**config.mk**
```make
export PLATFORM = sky130hd
export DESIGN_NAME = hfosc_seq
export DESIGN_NICKNAME = d
export VERILOG_FILES = /design/src/rtl/hfosc_seq.sv
export SDC_FILE = /design/constraint.sdc
export NUM_CORES = 1
export LEC_CHECK = 0
export CAP_MARGIN = 20
export CORE_UTILIZATION = 50
export CTS_CLUSTER_DIAMETER = 60
export DETAILED_ROUTE_END_ITERATION = 6
export GPL_ROUTABILITY_DRIVEN = 0
export PLACE_DENSITY = 0.75
export SETUP_SLACK_MARGIN = 0.15
export SYNTH_ARGS = -nofsm -noshare
export SYNTH_HDL_FRONTEND = slang
export SYNTH_SLANG_ARGS = --single-unit
```
**constraint.sdc**
```tcl
create_clock -name clk -period 3.2 [get_ports clk]
set_input_delay 0.8 -clock clk [delete_from_list [all_inputs] [get_ports clk]]
set_output_delay 0.8 -clock clk [all_outputs]
set_load 0.02 [all_outputs]
```
**src/rtl/hfosc_seq.sv**
```systemverilog
// hfosc_seq: sequences powerup/enable of the high-frequency oscillator from the
// PMU's asynchronous fast-clock request. Runs on the always-on slow clock.
// Powerup leads enable by PU_SETTLE_CYCLES. Enable is dropped EN_DRAIN_CYCLES
// before powerup. Outputs decode only from the state register.
module hfosc_seq #(
    parameter int PU_SETTLE_CYCLES = 4,
    parameter int EN_DRAIN_CYCLES  = 2
) (
    input  logic        clk,
    input  logic        rst_n,
    input  logic        pwr_req,
    output logic        clkhf_pu,
    output logic        clkhf_en,
    output logic        clk_ready,
    output logic        busy,
    output logic [15:0] wake_count
);

    typedef enum logic [1:0] {
        OFF     = 2'd0,
        POWERUP = 2'd1,
        ON      = 2'd2,
        DRAIN   = 2'd3
    } state_t;

    localparam logic [7:0] PU_LOAD = 8'(PU_SETTLE_CYCLES - 1);
    localparam logic [7:0] EN_LOAD = 8'(EN_DRAIN_CYCLES - 1);

    state_t      state, state_nxt;
    logic [7:0]  cnt, cnt_nxt;
    logic [15:0] wake_q, wake_nxt;
    logic        req_meta, req_s;

    // two-flop synchronizer for the asynchronous PMU request
    always_ff @(posedge clk or negedge rst_n) begin
        if (!rst_n) begin
            req_meta <= 1'b0;
            req_s    <= 1'b0;
        end else begin
            req_meta <= pwr_req;
            req_s    <= req_meta;
        end
    end

    // state, shared settle/drain counter and wake counter
    always_ff @(posedge clk or negedge rst_n) begin
        if (!rst_n) begin
            state  <= OFF;
            cnt    <= 8'd0;
            wake_q <= 16'd0;
        end else begin
            state  <= state_nxt;
            cnt    <= cnt_nxt;
            wake_q <= wake_nxt;
        end
    end

    // next-state: abort wins over settle completion; drain ignores the request
    always_comb begin
        state_nxt = state;
        cnt_nxt   = cnt;
        wake_nxt  = wake_q;
        case (state)
            OFF: begin
                if (req_s) begin
                    state_nxt = POWERUP;
                    cnt_nxt   = PU_LOAD;
                end
            end
            POWERUP: begin
                if (!req_s) begin
                    state_nxt = OFF;
                    cnt_nxt   = 8'd0;
                end else if (cnt == 8'd0) begin
                    state_nxt = ON;
                    if (wake_q != 16'hFFFF) wake_nxt = wake_q + 16'd1;
                end else begin
                    cnt_nxt = cnt - 8'd1;
                end
            end
            ON: begin
                if (!req_s) begin
                    state_nxt = DRAIN;
                    cnt_nxt   = EN_LOAD;
                end
            end
            DRAIN: begin
                if (cnt == 8'd0) state_nxt = OFF;
                else             cnt_nxt   = cnt - 8'd1;
            end
            default: begin
                state_nxt = OFF;
                cnt_nxt   = 8'd0;
            end
        endcase
    end

    // output decode from the registered state only
    always_comb begin
        clkhf_pu  = 1'b0;
        clkhf_en  = 1'b0;
        clk_ready = 1'b0;
        busy      = 1'b0;
        case (state)
            POWERUP: begin clkhf_pu = 1'b1; busy = 1'b1; end
            ON:      begin clkhf_pu = 1'b1; clkhf_en = 1'b1; clk_ready = 1'b1; end
            DRAIN:   begin clkhf_pu = 1'b1; busy = 1'b1; end
            default: ;
        endcase
    end

    assign wake_count = wake_q;

endmodule

```
Yosys cells after proc, flatten, opt, wreduce, memory -nomap -nowiden. Index checks and enable logic that the tools add are counted.

Add/subtract/negate cells: 2. Equality and inequality tests: 8. Multiplexer cells: 14. Reduce and logical (&&, ||, !) cells: 7.

Operators by type and width (count): $mux 8 (4); $pmux 8 s4 (1); $add 16x1->16 const B (1); $ne 16x16->1 const B (1); $mux 2 (5); $logic_not 8->1 (1); $pmux 2 s4 (1); $reduce_and 4->1 (2); $sub 8x1->8 const B (1); $ne 2x2->1 const B (3); $eq 2x2->1 const B (2); $mux 1 (3); $ne 3x3->1 const B (1); $reduce_or 3->1 (1); $eq 2x1->1 const B (1); $logic_not 2->1 (1); $reduce_and 2->1 (1); $reduce_or 2->1 (1).

Register bits: 28. Input bits: 3. Output and inout port bits: 20. Word-level logic and storage cells: 36.

Logic depth before layout (Yosys ltp).
Word-level depth: 4. Gate-level depth with buffers: 8. Depth with buffers taken out: 6.

Worst setup path before layout. OpenSTA, ideal clock, no wires.

Path kind: register to register. Start: register cnt[0]. End: register wake_q[15] (netlist: wake_count[15]). Library setup time: 125 ps. Arrival time: 2288 ps. Required time: 3075 ps. Path slack: 787 ps. Cell stages (with the launch flop): 8. Path buffers: 1. Clock period less this slack: 2413 ps. Cells stage by stage: dfrtp_1 > inv_1 > ha_1 > or3b_4 > or4b_1 > buf_2 > nor4_1 > mux2_2.

Longest elaborated chain between the ends: 2.

RTL lines: start: declaration (RTL line 30) `logic [7:0] cnt, cnt_nxt;`; start signal: assignment (RTL line 53) `cnt <= cnt_nxt;`; $logic_not 8->1 (RTL line 74) `end else if (cnt == 8'd0) begin`; $reduce_and 4->1 (no line); end signal: assignment (RTL line 54) `wake_q <= wake_nxt;`; end: declaration (RTL line 31) `logic [15:0] wake_q, wake_nxt;`.

No other way between the ends. A chain may end at the register's enable or synchronous reset.

Worst setup path in the final report. Ends and elaborated chain as after synthesis.

==> key figures <==
Run status
  – Status: finished clean

Place
  – Hpwl dp: 1.97 mm
  – Pre-CTS setup slack: 388 ps
  – Area post-placement: 1730 um^2
  – Placed insts: 189
  – Count of input and output buffers: 22

Worst setup path
  – CP startpoint: cnt[0]
  – Crit-path max FO: 15
  – Crit Reg-Reg Startpoint: cnt[0]
  – Setup crit end kind: flip-flop
  – CP arrival: 3050 ps
  – CP Class: flip-flop to flip-flop
  – CP startpoint kind: flip-flop
  – CP required: 3440 ps

Floorplanning
  – Width of the die: 56.0 um
  – Initial Utilization: 0.529
  – Die Y: 56.0 um
  – # IOs: 23
  – # rows: 19
  – Die area: 3140 um^2
  – Core Area: 2760 um^2

Clock network
  – CTS H-tree depth: 1
  – Resize count post-CTS: 0
  – Total CTS buffers: 3
  – Clock Latency Late Sink: 340 ps
  – Worst-path clk slew: 150 ps
  – Post-CTS Setup Inserts: 0
  – # hold bufs at CTS: 0
  – TritonCTS clock tree: done
  – Clk buf depth: 2
  – CTS Root Cell: clkbuf_4
  – Clock sinks: 28

Finish
  – Post-route insts no fill: 193
  – Final Instance Area: 1760 um^2
  – Final nets: 168
  – Layout Area Growth over Synthesis: 20.9%
  – N_diodes: 0
  – Multi-input logic area: 713 um^2
  – Register Area: 701 um^2
  – Fill count: 233
  – Layout cell share with drive strength beyond 1: 0.130

Hold path
  – Hold_sp: req_meta
  – Worst Hold Class: flip-flop to flip-flop

Routing
  – DRT antenna net count: 0
  – WL/cell: 14.5 um
  – Residual DRC count: 0
  – Total number of vias: 1131
  – First drt pass iteration count: 5
  – 1st-iter DRT viols: 28
  – Vias per cell: 5.86
  – Drt total wl: 2.79 mm

Timing
  – Period utilisation layout: 0.875
  – Slew margin rel.: 0.495
  – Final setup TNS: 0 ps
  – # setup viols final: 0
  – RSZ-0062 raised after global routing: no
  – Least-Margin Pin Slew: 749 ps
  – Clock skew: 10.9 ps
  – Fmax: 357 MHz
  – Final min period: 2800 ps
  – Hold Vio Cnt, Final: 0
  – Final setup margin: 399 ps
  – Final Max Slew Viols: 0

Power and ir drop
  – Total power: 1.26 mW
  – Power Density: 715 nW/um^2
  – Internal power: 770 uW
  – Pleak: 0.794 nW
  – Seq pwr share: 0.414
  – Switch share: 0.389
  – Power share of the combinational group: 0.447
  – P_sw: 489 uW
  – Clock share of power: 0.139
  – Peak VDD IR: 0.563 mV

Synthesis
  – Primary FF master, synth: dfrtp_1
  – Yosys warns: 0
  – Asr flop ratio synth: 1.00
  – Synth Area per Inst: 10.6 um^2
  – Post-Syn Nets: 142
  – Yosys reg bits: 28
  – Synth Cell Area: 1460 um^2
  – Synth Instances: 137
  – Register area share after synthesis: 0.481
  – Post-synth EDFFs: 0
  – Cell variety after synth: 44

GRT
  – First-pass GRT wire length: 4.71 mm
  – Total track usage: 0.188
  – Grt ovf: 0
  – Largest net degree at the start of global routing: 29
  – Initial antenna violation count: 0
  – Vias in the first global route: 1043

Job
  – Maxcap violations: 0
[power groups by stage]
stage	Sequential, mW	Clock (mW)	Combinational [mW]
final	0.521	0.176	0.563
after global routing	0.535	0.193	0.625
after CTS	0.519	0.181	0.567
after detailed placement	0.526	0	0.564
after global placement	0.519	0	0.542
after floorplan	0.533	0	0.359
[placed cells by master, fill, tap and decap left out, drive strengths merged, types with 2 or more instances in the layout]
| master | netlist | routed |
|---|---|---|
| nand2 | 8 | 8 |
| o21ai | 6 | 6 |
| clkdlybuf4s50 | 0 | 22 |
| inv | 4 | 4 |
| or3b | 2 | 2 |
| dfrtp | 28 | 28 |
| or3 | 3 | 3 |
| buf | 3 | 5 |
| clkbuf | 3 | 4 |
| mux2 | 3 | 3 |
| nor3 | 7 | 7 |
| a22o | 2 | 2 |
| ha | 2 | 2 |
| and3 | 2 | 2 |
| nor4 | 7 | 7 |
| nand4 | 4 | 4 |
| nand2b | 2 | 2 |
| o31ai | 3 | 3 |
| a21oi | 6 | 6 |
| nor2 | 5 | 5 |
| xor2 | 12 | 12 |
| nand3 | 4 | 4 |
| or2 | 2 | 2 |
| a21o | 3 | 3 |
| nor3b | 2 | 2 |
[synth_stat cells (2+ instances only)]
library cell	number	area share
nand2_1	8	0.021
nand4_1	4	0.017
clkbuf_1	3	0.0077
nor4_2	3	0.026
a21o_1	3	0.015
a21oi_1	6	0.021
ha_1	2	0.017
nor3_1	7	0.024
o31ai_1	3	0.015
nand3_1	4	0.014
xor2_1	12	0.072
nor4_1	3	0.013
mux2_2	3	0.023
nor2_1	5	0.013
and3_1	2	0.0086
or3_1	3	0.013
dfrtp_1	28	0.48
a22o_1	2	0.012
nor3b_1	2	0.010
nand2b_1	2	0.0086
inv_1	4	0.010
o21ai_0	6	0.021
[per-stage QoR]
| stage | hold WS (ps) | util |
|---|---|---|
| final | 367 | 0.639 |
| after global routing | 375 | 0.639 |
| after detailed placement | 338 | 0.626 |
| after floorplan | 331 | - |
| after global placement | 336 | 0.626 |
| after CTS | 371 | 0.639 |
[worst max-delay path, stage by stage (launching register included)]
cell and delay [ps]:
dfrtp_1 450, inv_1 90, ha_1 180, or3b_4 420
or4b_1 830, nor4_1 380, mux2_2 360
[path summary, 6_finish.rpt]
path	end	slack (ps)	cells after the start
worst max register to register	wake_count[15]	400	6
worst min register to register	req_s	370	0
min in group asynchronous	cnt[6]	810	2
worst min-delay path	req_s	370	0
max in group asynchronous	cnt[1]	2120	2
worst max-delay path	wake_count[15]	400	6
[flip-flops by register name, indices dropped and copies added, names as in the netlist, named ones only]
| register | count |
|---|---|
| wake_count | 16 |
| state | 1 |
| req_s | 1 |
| req_meta | 1 |
| cnt | 8 |
[layout make-up]
class	instances	area share
multi-input cells	99	0.405
repair buffers	27	0.146
flip-flops and latches	28	0.398
inverters	4	0.00852
clock buffers	4	0.0206
well taps	31	0.0220
[per-layer routing]
metal	vias up	wire length [um]	track usage	part of all wire
li1	556	-	-	-
met1	550	1360	0.267	0.49
met4	0	47	0.0767	0.017
met2	20	1300	0.294	0.47
met5	-	0	0	0
met3	5	85	0.0233	0.030
[kinds of logic after synthesis]
kind of cell | Yosys count | synth area share
compound gates | 25 | 0.112
flops | 28 | 0.481
simple gates | 55 | 0.247
buf+inv | 10 | 0.0343
mux | 4 | 0.0300
fa+ha+maj | 2 | 0.0172
xor+xnor | 13 | 0.0781
Power figures use the tool's default switching activity.
